--- src/rtl/vip_frame_stream_gen_if.sv ---
// Control inputs and pixel-stream outputs of the synthetic video source.
// The master modport is the generator side; the slave modport is the consumer side.
interface vip_frame_stream_gen_if;
  logic        enable;
  logic [1:0]  pattern_sel;
  logic        out_frame_vsync;
  logic        out_frame_href;
  logic        out_frame_clken;
  logic [7:0]  out_img_Y;
  logic [15:0] frame_cnt;
  logic        busy;

  modport master (
    input  enable, pattern_sel,
    output out_frame_vsync, out_frame_href, out_frame_clken, out_img_Y, frame_cnt, busy
  );

  modport slave (
    output enable, pattern_sel,
    input  out_frame_vsync, out_frame_href, out_frame_clken, out_img_Y, frame_cnt, busy
  );
endinterface

--- src/rtl/vip_frame_stream_gen.sv ---
// Synthetic vsync/href/clken/Y frame source with programmable timing and four test patterns.
// Every output is registered, so it lags the internal state decode by one clock.
module vip_frame_stream_gen #(
  parameter int unsigned IMG_HDISP   = 640,
  parameter int unsigned IMG_VDISP   = 480,
  parameter int unsigned H_BLANK     = 160,
  parameter int unsigned VSYNC_LINES = 2,
  parameter int unsigned V_BACK      = 10,
  parameter int unsigned V_FRONT     = 10,
  parameter int unsigned CLK_DIV     = 2
) (
  input logic                    clk,
  input logic                    rst_n,
  vip_frame_stream_gen_if.master strm
);

  localparam logic [15:0] HLast      = 16'(IMG_HDISP + H_BLANK - 1);
  localparam logic [15:0] HDisp      = 16'(IMG_HDISP);
  localparam logic [3:0]  DivLast    = 4'(CLK_DIV - 1);
  localparam logic [15:0] VsyncLast  = 16'(VSYNC_LINES - 1);
  localparam logic [15:0] VbackLast  = 16'((V_BACK == 0) ? 0 : V_BACK - 1);
  localparam logic [15:0] VdispLast  = 16'(IMG_VDISP - 1);
  localparam logic [15:0] VfrontLast = 16'((V_FRONT == 0) ? 0 : V_FRONT - 1);

  typedef enum logic [2:0] {StIdle, StVsync, StVback, StActive, StVfront} state_e;

  state_e      state_q, state_d;
  logic [3:0]  div_q, div_d;
  logic [15:0] h_q, h_d;
  logic [15:0] line_q, line_d;
  logic [1:0]  pat_q, pat_d;
  logic [15:0] fcnt_q, fcnt_d;
  logic        tick, line_end, frame_end;
  logic        href_d, clken_d;
  logic [7:0]  pix, y_d;

  logic        vsync_q, href_q, clken_q, busy_q;
  logic [7:0]  y_q;
  logic [15:0] fcnt_out_q;

  assign tick     = (div_q == DivLast);
  assign line_end = tick && (h_q == HLast);

  always_comb begin
    state_d   = state_q;
    pat_d     = pat_q;
    fcnt_d    = fcnt_q;
    frame_end = 1'b0;
    unique case (state_q)
      StIdle: begin
        if (strm.enable) begin
          state_d = StVsync;
          pat_d   = strm.pattern_sel;
        end
      end
      StVsync: begin
        if (line_end && line_q == VsyncLast) state_d = (V_BACK != 0) ? StVback : StActive;
      end
      StVback: begin
        if (line_end && line_q == VbackLast) state_d = StActive;
      end
      StActive: begin
        if (line_end && line_q == VdispLast) begin
          if (V_FRONT != 0) state_d = StVfront;
          else              frame_end = 1'b1;
        end
      end
      StVfront: begin
        if (line_end && line_q == VfrontLast) frame_end = 1'b1;
      end
      default: state_d = StIdle;
    endcase
    // Enable is only consulted here, so a frame in flight always completes.
    if (frame_end) begin
      fcnt_d = fcnt_q + 16'd1;
      if (strm.enable) begin
        state_d = StVsync;
        pat_d   = strm.pattern_sel;
      end else begin
        state_d = StIdle;
      end
    end
  end

  always_comb begin
    div_d  = '0;
    h_d    = h_q;
    line_d = line_q;
    if (state_q != StIdle && state_d != StIdle && !tick) div_d = div_q + 4'd1;
    if (state_d != state_q || state_q == StIdle) begin
      h_d    = '0;
      line_d = '0;
    end else if (tick) begin
      if (h_q == HLast) begin
        h_d    = '0;
        line_d = line_q + 16'd1;
      end else begin
        h_d = h_q + 16'd1;
      end
    end
  end

  always_comb begin
    href_d  = (state_q == StActive) && (h_q < HDisp);
    clken_d = href_d && tick;
    pix     = 8'h00;
    unique case (pat_q)
      2'd0: pix = h_q[7:0];
      2'd1: pix = line_q[7:0];
      2'd2: pix = (h_q[3] ^ line_q[3]) ? 8'hFF : 8'h00;
      2'd3: pix = h_q[7:0] + fcnt_q[7:0];
      default: pix = 8'h00;
    endcase
    y_d = clken_d ? pix : 8'h00;
  end

  always_ff @(posedge clk or negedge rst_n) begin
    if (!rst_n) begin
      state_q    <= StIdle;
      div_q      <= '0;
      h_q        <= '0;
      line_q     <= '0;
      pat_q      <= '0;
      fcnt_q     <= '0;
      vsync_q    <= 1'b0;
      href_q     <= 1'b0;
      clken_q    <= 1'b0;
      y_q        <= 8'h00;
      fcnt_out_q <= '0;
      busy_q     <= 1'b0;
    end else begin
      state_q    <= state_d;
      div_q      <= div_d;
      h_q        <= h_d;
      line_q     <= line_d;
      pat_q      <= pat_d;
      fcnt_q     <= fcnt_d;
      vsync_q    <= (state_q == StVsync);
      href_q     <= href_d;
      clken_q    <= clken_d;
      y_q        <= y_d;
      fcnt_out_q <= fcnt_q;
      busy_q     <= (state_q != StIdle);
    end
  end

  assign strm.out_frame_vsync = vsync_q;
  assign strm.out_frame_href  = href_q;
  assign strm.out_frame_clken = clken_q;
  assign strm.out_img_Y       = y_q;
  assign strm.frame_cnt       = fcnt_out_q;
  assign strm.busy            = busy_q;

endmodule
--- src/flat_wrapper.sv ---
// flat-port wrapper written by rule: the top's interface ports become plain ports
module vip_frame_stream_gen_flat 
#(
  parameter int unsigned IMG_HDISP   = 640,
  parameter int unsigned IMG_VDISP   = 480,
  parameter int unsigned H_BLANK     = 160,
  parameter int unsigned VSYNC_LINES = 2,
  parameter int unsigned V_BACK      = 10,
  parameter int unsigned V_FRONT     = 10,
  parameter int unsigned CLK_DIV     = 2
)
  (clk, rst_n, strm_enable, strm_pattern_sel, strm_out_frame_vsync, strm_out_frame_href, strm_out_frame_clken, strm_out_img_Y, strm_frame_cnt, strm_busy);
  vip_frame_stream_gen_if strm_i ();
  input logic clk;
  input logic rst_n;
  input wire logic [$bits(strm_i.enable)-1:0] strm_enable;
  input wire logic [$bits(strm_i.pattern_sel)-1:0] strm_pattern_sel;
  output wire logic [$bits(strm_i.out_frame_vsync)-1:0] strm_out_frame_vsync;
  output wire logic [$bits(strm_i.out_frame_href)-1:0] strm_out_frame_href;
  output wire logic [$bits(strm_i.out_frame_clken)-1:0] strm_out_frame_clken;
  output wire logic [$bits(strm_i.out_img_Y)-1:0] strm_out_img_Y;
  output wire logic [$bits(strm_i.frame_cnt)-1:0] strm_frame_cnt;
  output wire logic [$bits(strm_i.busy)-1:0] strm_busy;
  assign strm_i.enable = strm_enable;
  assign strm_i.pattern_sel = strm_pattern_sel;
  assign strm_out_frame_vsync = strm_i.out_frame_vsync;
  assign strm_out_frame_href = strm_i.out_frame_href;
  assign strm_out_frame_clken = strm_i.out_frame_clken;
  assign strm_out_img_Y = strm_i.out_img_Y;
  assign strm_frame_cnt = strm_i.frame_cnt;
  assign strm_busy = strm_i.busy;
  vip_frame_stream_gen #(.IMG_HDISP(IMG_HDISP), .IMG_VDISP(IMG_VDISP), .H_BLANK(H_BLANK), .VSYNC_LINES(VSYNC_LINES), .V_BACK(V_BACK), .V_FRONT(V_FRONT), .CLK_DIV(CLK_DIV)) u_core (.clk(clk), .rst_n(rst_n), .strm(strm_i));
endmodule
--- config.mk ---
export PLATFORM = sky130hd
export DESIGN_NAME = vip_frame_stream_gen_flat
export DESIGN_NICKNAME = d
export VERILOG_FILES = /design/src/rtl/vip_frame_stream_gen_if.sv /design/src/rtl/vip_frame_stream_gen.sv /design/src/flat_wrapper.sv
export SDC_FILE = /design/constraint.sdc
export NUM_CORES = 1
export LEC_CHECK = 0
export ABC_AREA = 0
export BUFFER_PORTS_ARGS = -buffer_cell sky130_fd_sc_hd__buf_2
export CAP_MARGIN = 20
export CORE_ASPECT_RATIO = 0.5
export CORE_MARGIN = 2
export CORE_UTILIZATION = 55
export DETAILED_ROUTE_END_ITERATION = 8
export PLACE_DENSITY = 0.74
export SLEW_MARGIN = 20
export SYNTH_ARGS = -nofsm -noshare
export SYNTH_HDL_FRONTEND = slang
export SYNTH_SLANG_ARGS = --single-unit
--- constraint.sdc ---
create_clock -name clk -period 3.6 [get_ports clk]
set_input_delay 0.36 -clock clk [delete_from_list [all_inputs] [get_ports clk]]
set_output_delay 0.36 -clock clk [all_outputs]
set_load 0.02 [all_outputs]
==> impl_metrics.py <==
metrics = {
    "placement": {
        "dp_hpwl_um": 6070,
        "gp_congestion": 0.892,
        "place_area_um2": 4460,
        "io_buffer_count": 32,
        "place_inst": 529,
    },
    "yosys": {
        "yosysSeqAreaShare": 0.499,
        "synth_largest_area_cell": "dfrtp_1",
        "synth-edff-count": 0,
        "synth_flop_cell": "dfrtp_1",
        "synthCells": 411,
        "netlist_area_um2": 4270,
        "synth_warnings": 0,
        "synthArstFlopShare": 1.00,
        "synth_nets": 430,
        "ys_types": 60,
        "synth.area.top_cells": "dfrtp_1 (50%), xnor2_1 (5.1%), nor2_1 (4.1%)",
        "synth_top_cell_area_share": 0.499,
        "synth-seq-cells": 85,
        "syn_avg_cell_area_um2": 10.4,
    },
    "power_and_ir_drop": {
        "vdd_drop_max_uv": 279,
        "internal_power_uw": 1500,
        "power.share.clock": 0.493,
        "combinationalPowerShare": 0.011,
        "p_leak_uw": 0.00218,
        "p_sw_frac": 0.219,
        "seqPwrFrac": 0.496,
        "switching_power_uw": 421,
        "p_per_area_nw_per_um2": 404,
    },
    "floorplanning": {
        "die_area_um2": 8520,
        "die-height_um": 66.3,
        "core-area_um2": 7430,
        "fp.dieW_um": 129,
        "boundaryPins": 33,
        "rows": 22,
        "start_util": 0.574,
    },
    "sta": {
        "skew_ns": 0.0101,
        "maxSlewViolCount": 0,
        "setup_violations": 0,
        "hold_violations": 0,
        "rsz0062_at_grt": "false",
        "hold-worst-slack_ns": 0.0335,
        "period_minus_slack_ns": 3.15,
        "tns_ns": 0,
        "max_freq_ghz": 0.317,
        "worst_slew_pin_slew_ns": 0.842,
        "period_share": 0.875,
        "relSlewSlack": 0.436,
    },
    "global_routing": {
        "grt_overflow": 0,
        "grt_first_pass_wirelength_um": 15100,
        "grt_usage": 0.233,
        "grt_pass1_vias": 3011,
        "grt_max_degree": 86,
        "grt_antenna_before_repair": 0,
    },
    "worst_setup_path": {
        "worstSetupStartpointType": "flip-flop",
        "worstSetupEndpoint": "u_core.fcnt_q[8]",
        "timing.rr.start": "u_core.h_q[11]",
        "crit_type": "reg2reg",
        "endpoint_kind": "flip-flop",
        "critPathSlowestCell": "or4_4",
        "rr_endpoint": "u_core.fcnt_q[8]",
        "r2r_slack_ns": 0.45,
        "crit_path_max_incr_delay_ns": 0.58,
        "required_ns": 3.87,
        "crit_start": "u_core.h_q[11]",
        "worstPathArrival_ns": 3.42,
        "crit_chain": "or4_4 -> nor4_4 -> nand4_1 -> nor2_1 -> nand4_1 -> nor2_1 -> xor2_1",
        "ff2ff_path_depth": 7,
        "crit_fanout": 10,
    },
    "cts": {
        "cts_hold_buffers": 0,
        "ctsResizeCount": 0,
        "cts_tree": "built",
        "htreeDepth": 3,
        "cts-buffers-inserted": 9,
        "clkTransAtPathRegs_ns": 0.07,
        "clkSinkCount": 85,
        "cts_setup_buffers": 0,
        "clk_latency_ns": 0.35,
        "cts_root_buf": "clkbuf_16",
        "clockBufferDepth": 2,
    },
    "finish": {
        "areaGrowthSynthToFinish_pct": 11.9,
        "fin_area_um2": 4770,
        "nets": 463,
        "finalNonFillerCells": 545,
        "postLayoutCoreUtil": 0.642,
        "insertedDiodeCount": 0,
        "drive_gt1_frac": 0.163,
    },
    "detailed_routing": {
        "via_per_inst": 5.81,
        "vias": 3168,
        "ant_nets": 0,
        "drt-total-wl_um": 8810,
        "drt_iter0_drc": 218,
        "drtPass1Iterations": 4,
        "post_drt_wl_per_cell_um": 16.2,
        "drc_errors": 0,
    },
    "run": {
        "drv_cap": 0,
    },
    "min_path": {
        "hp-class": "in2async",
    },
    "outcome": {
        "outcome": "finished clean",
    },
}
[metal layers]
layer,up-vias,wire length [um],track usage
met1,1553,4280,0.321
met2,79,3970,0.361
met4,0,78,0.0571
met3,11,480,0.0736
li1,1525,-,-
met5,-,0,0
[kinds of logic after synthesis]
kind of cell    synth area share
compound gates             0.109
xor+xnor                  0.0821
fa+ha+maj                 0.0428
buf+inv                   0.0337
flops                      0.499
mux                       0.0179
simple gates               0.216
[sequential cells by signal (all words and copies together) (netlist names), named ones only]
name,flops
u_core.state_q,3
u_core.strm.out_frame_href,1
u_core.strm.busy,1
u_core.strm.out_frame_clken,1
u_core.strm.out_frame_vsync,1
u_core.fcnt_q,16
u_core.line_q,16
u_core.strm.out_img_Y,8
u_core.strm.frame_cnt,16
u_core.div_q,4
u_core.h_q,16
[worst max-delay path, delay by kind of cell (launching register included)]
| kind | cells | cell delay [ns] |
|---|---|---|
| simple gates | 6 | 2.46 |
| flops | 1 | 0.43 |
| xor+xnor | 1 | 0.18 |
[synthesized netlist by cell type (all sizes together) (2+ instances only)]
library cell and number:
and3 12, a211oi 4, nor2b 5, o21ai 18
a22o 4, ha 13, o31ai 5, and2b 3
dfrtp 85, nor4 6, xor2 15, a21oi 24
xnor2 25, inv 11, and4 5, or3 7
clkbuf 6, nor3 3, o21bai 2, a31oi 3
nand4 13, mux2i 2, buf 4, mux2 5
or2 3, a21o 4, nand3 17, or4 7
nand2 32, nor2 47, and2 4
[power groups by stage]
| stage | Clock (uW) | Sequential (uW) | Combinational [uW] |
|---|---|---|---|
| after detailed placement | 0 | 973 | 22.8 |
| after CTS | 971 | 955 | 22.8 |
| final | 949 | 955 | 22.0 |
| after floorplan | 0 | 973 | 1.44 |
| after global routing | 1020 | 954 | 26.1 |
| after global placement | 0 | 973 | 22.6 |
[per-stage QoR]
stage / total power [uW] / setup WS, ns
finish: 1930 / 0.449
CTS: 1950 / 0.494
detailed placement: 996 / 0.514
global route: 2000 / 0.271
global placement: 995 / 0.666
floorplan: 975 / 0.891
[final cells by class]
| class | count | area [um2] |
|---|---|---|
| fillers | 594 | 2660 |
| well taps | 96 | 120 |
| multi-input cells | 302 | 1990 |
| clock buffers | 9 | 225 |
| clock inverters | 7 | 78.8 |
| repair buffers | 34 | 181 |
| flip-flops and latches | 85 | 2130 |
| inverters | 12 | 45.0 |
[cells in the final DEF (no fill, tap or decap), types with 4 or more instances in the layout]
master     instances
a21oi_1           24
a211oi_1           4
o21ai_0           16
clkbuf_16          9
nor2b_1            5
o31ai_1            5
dfrtp_1           85
a22o_1             4
inv_6              4
xor2_1            15
xnor2_1           25
inv_1             11
and3_1            11
nand2_1           32
or4_1              5
and4_1             4
or3_1              6
nand3_1           17
buf_2             31
a21o_1             4
nor2_1            47
nand4_1           13
nor4_1             4
mux2_2             5
ha_1              13
[how the worst min path moves through the flow]
| stage | end | cells after the start | start |
|---|---|---|---|
| after CTS | u_core.fcnt_q[4] | 1 | rst_n |
| after floorplan | asynchronous set/reset pin | 0 | rst_n |
| after global routing | u_core.fcnt_q[4] | 1 | rst_n |
| final | u_core.fcnt_q[4] | 1 | rst_n |
| after global placement | u_core.strm.frame_cnt[15] | 0 | u_core.fcnt_q[15] |
| after detailed placement | u_core.strm.frame_cnt[15] | 0 | u_core.fcnt_q[15] |
No activity file was read; power rests on OpenSTA's default activity.
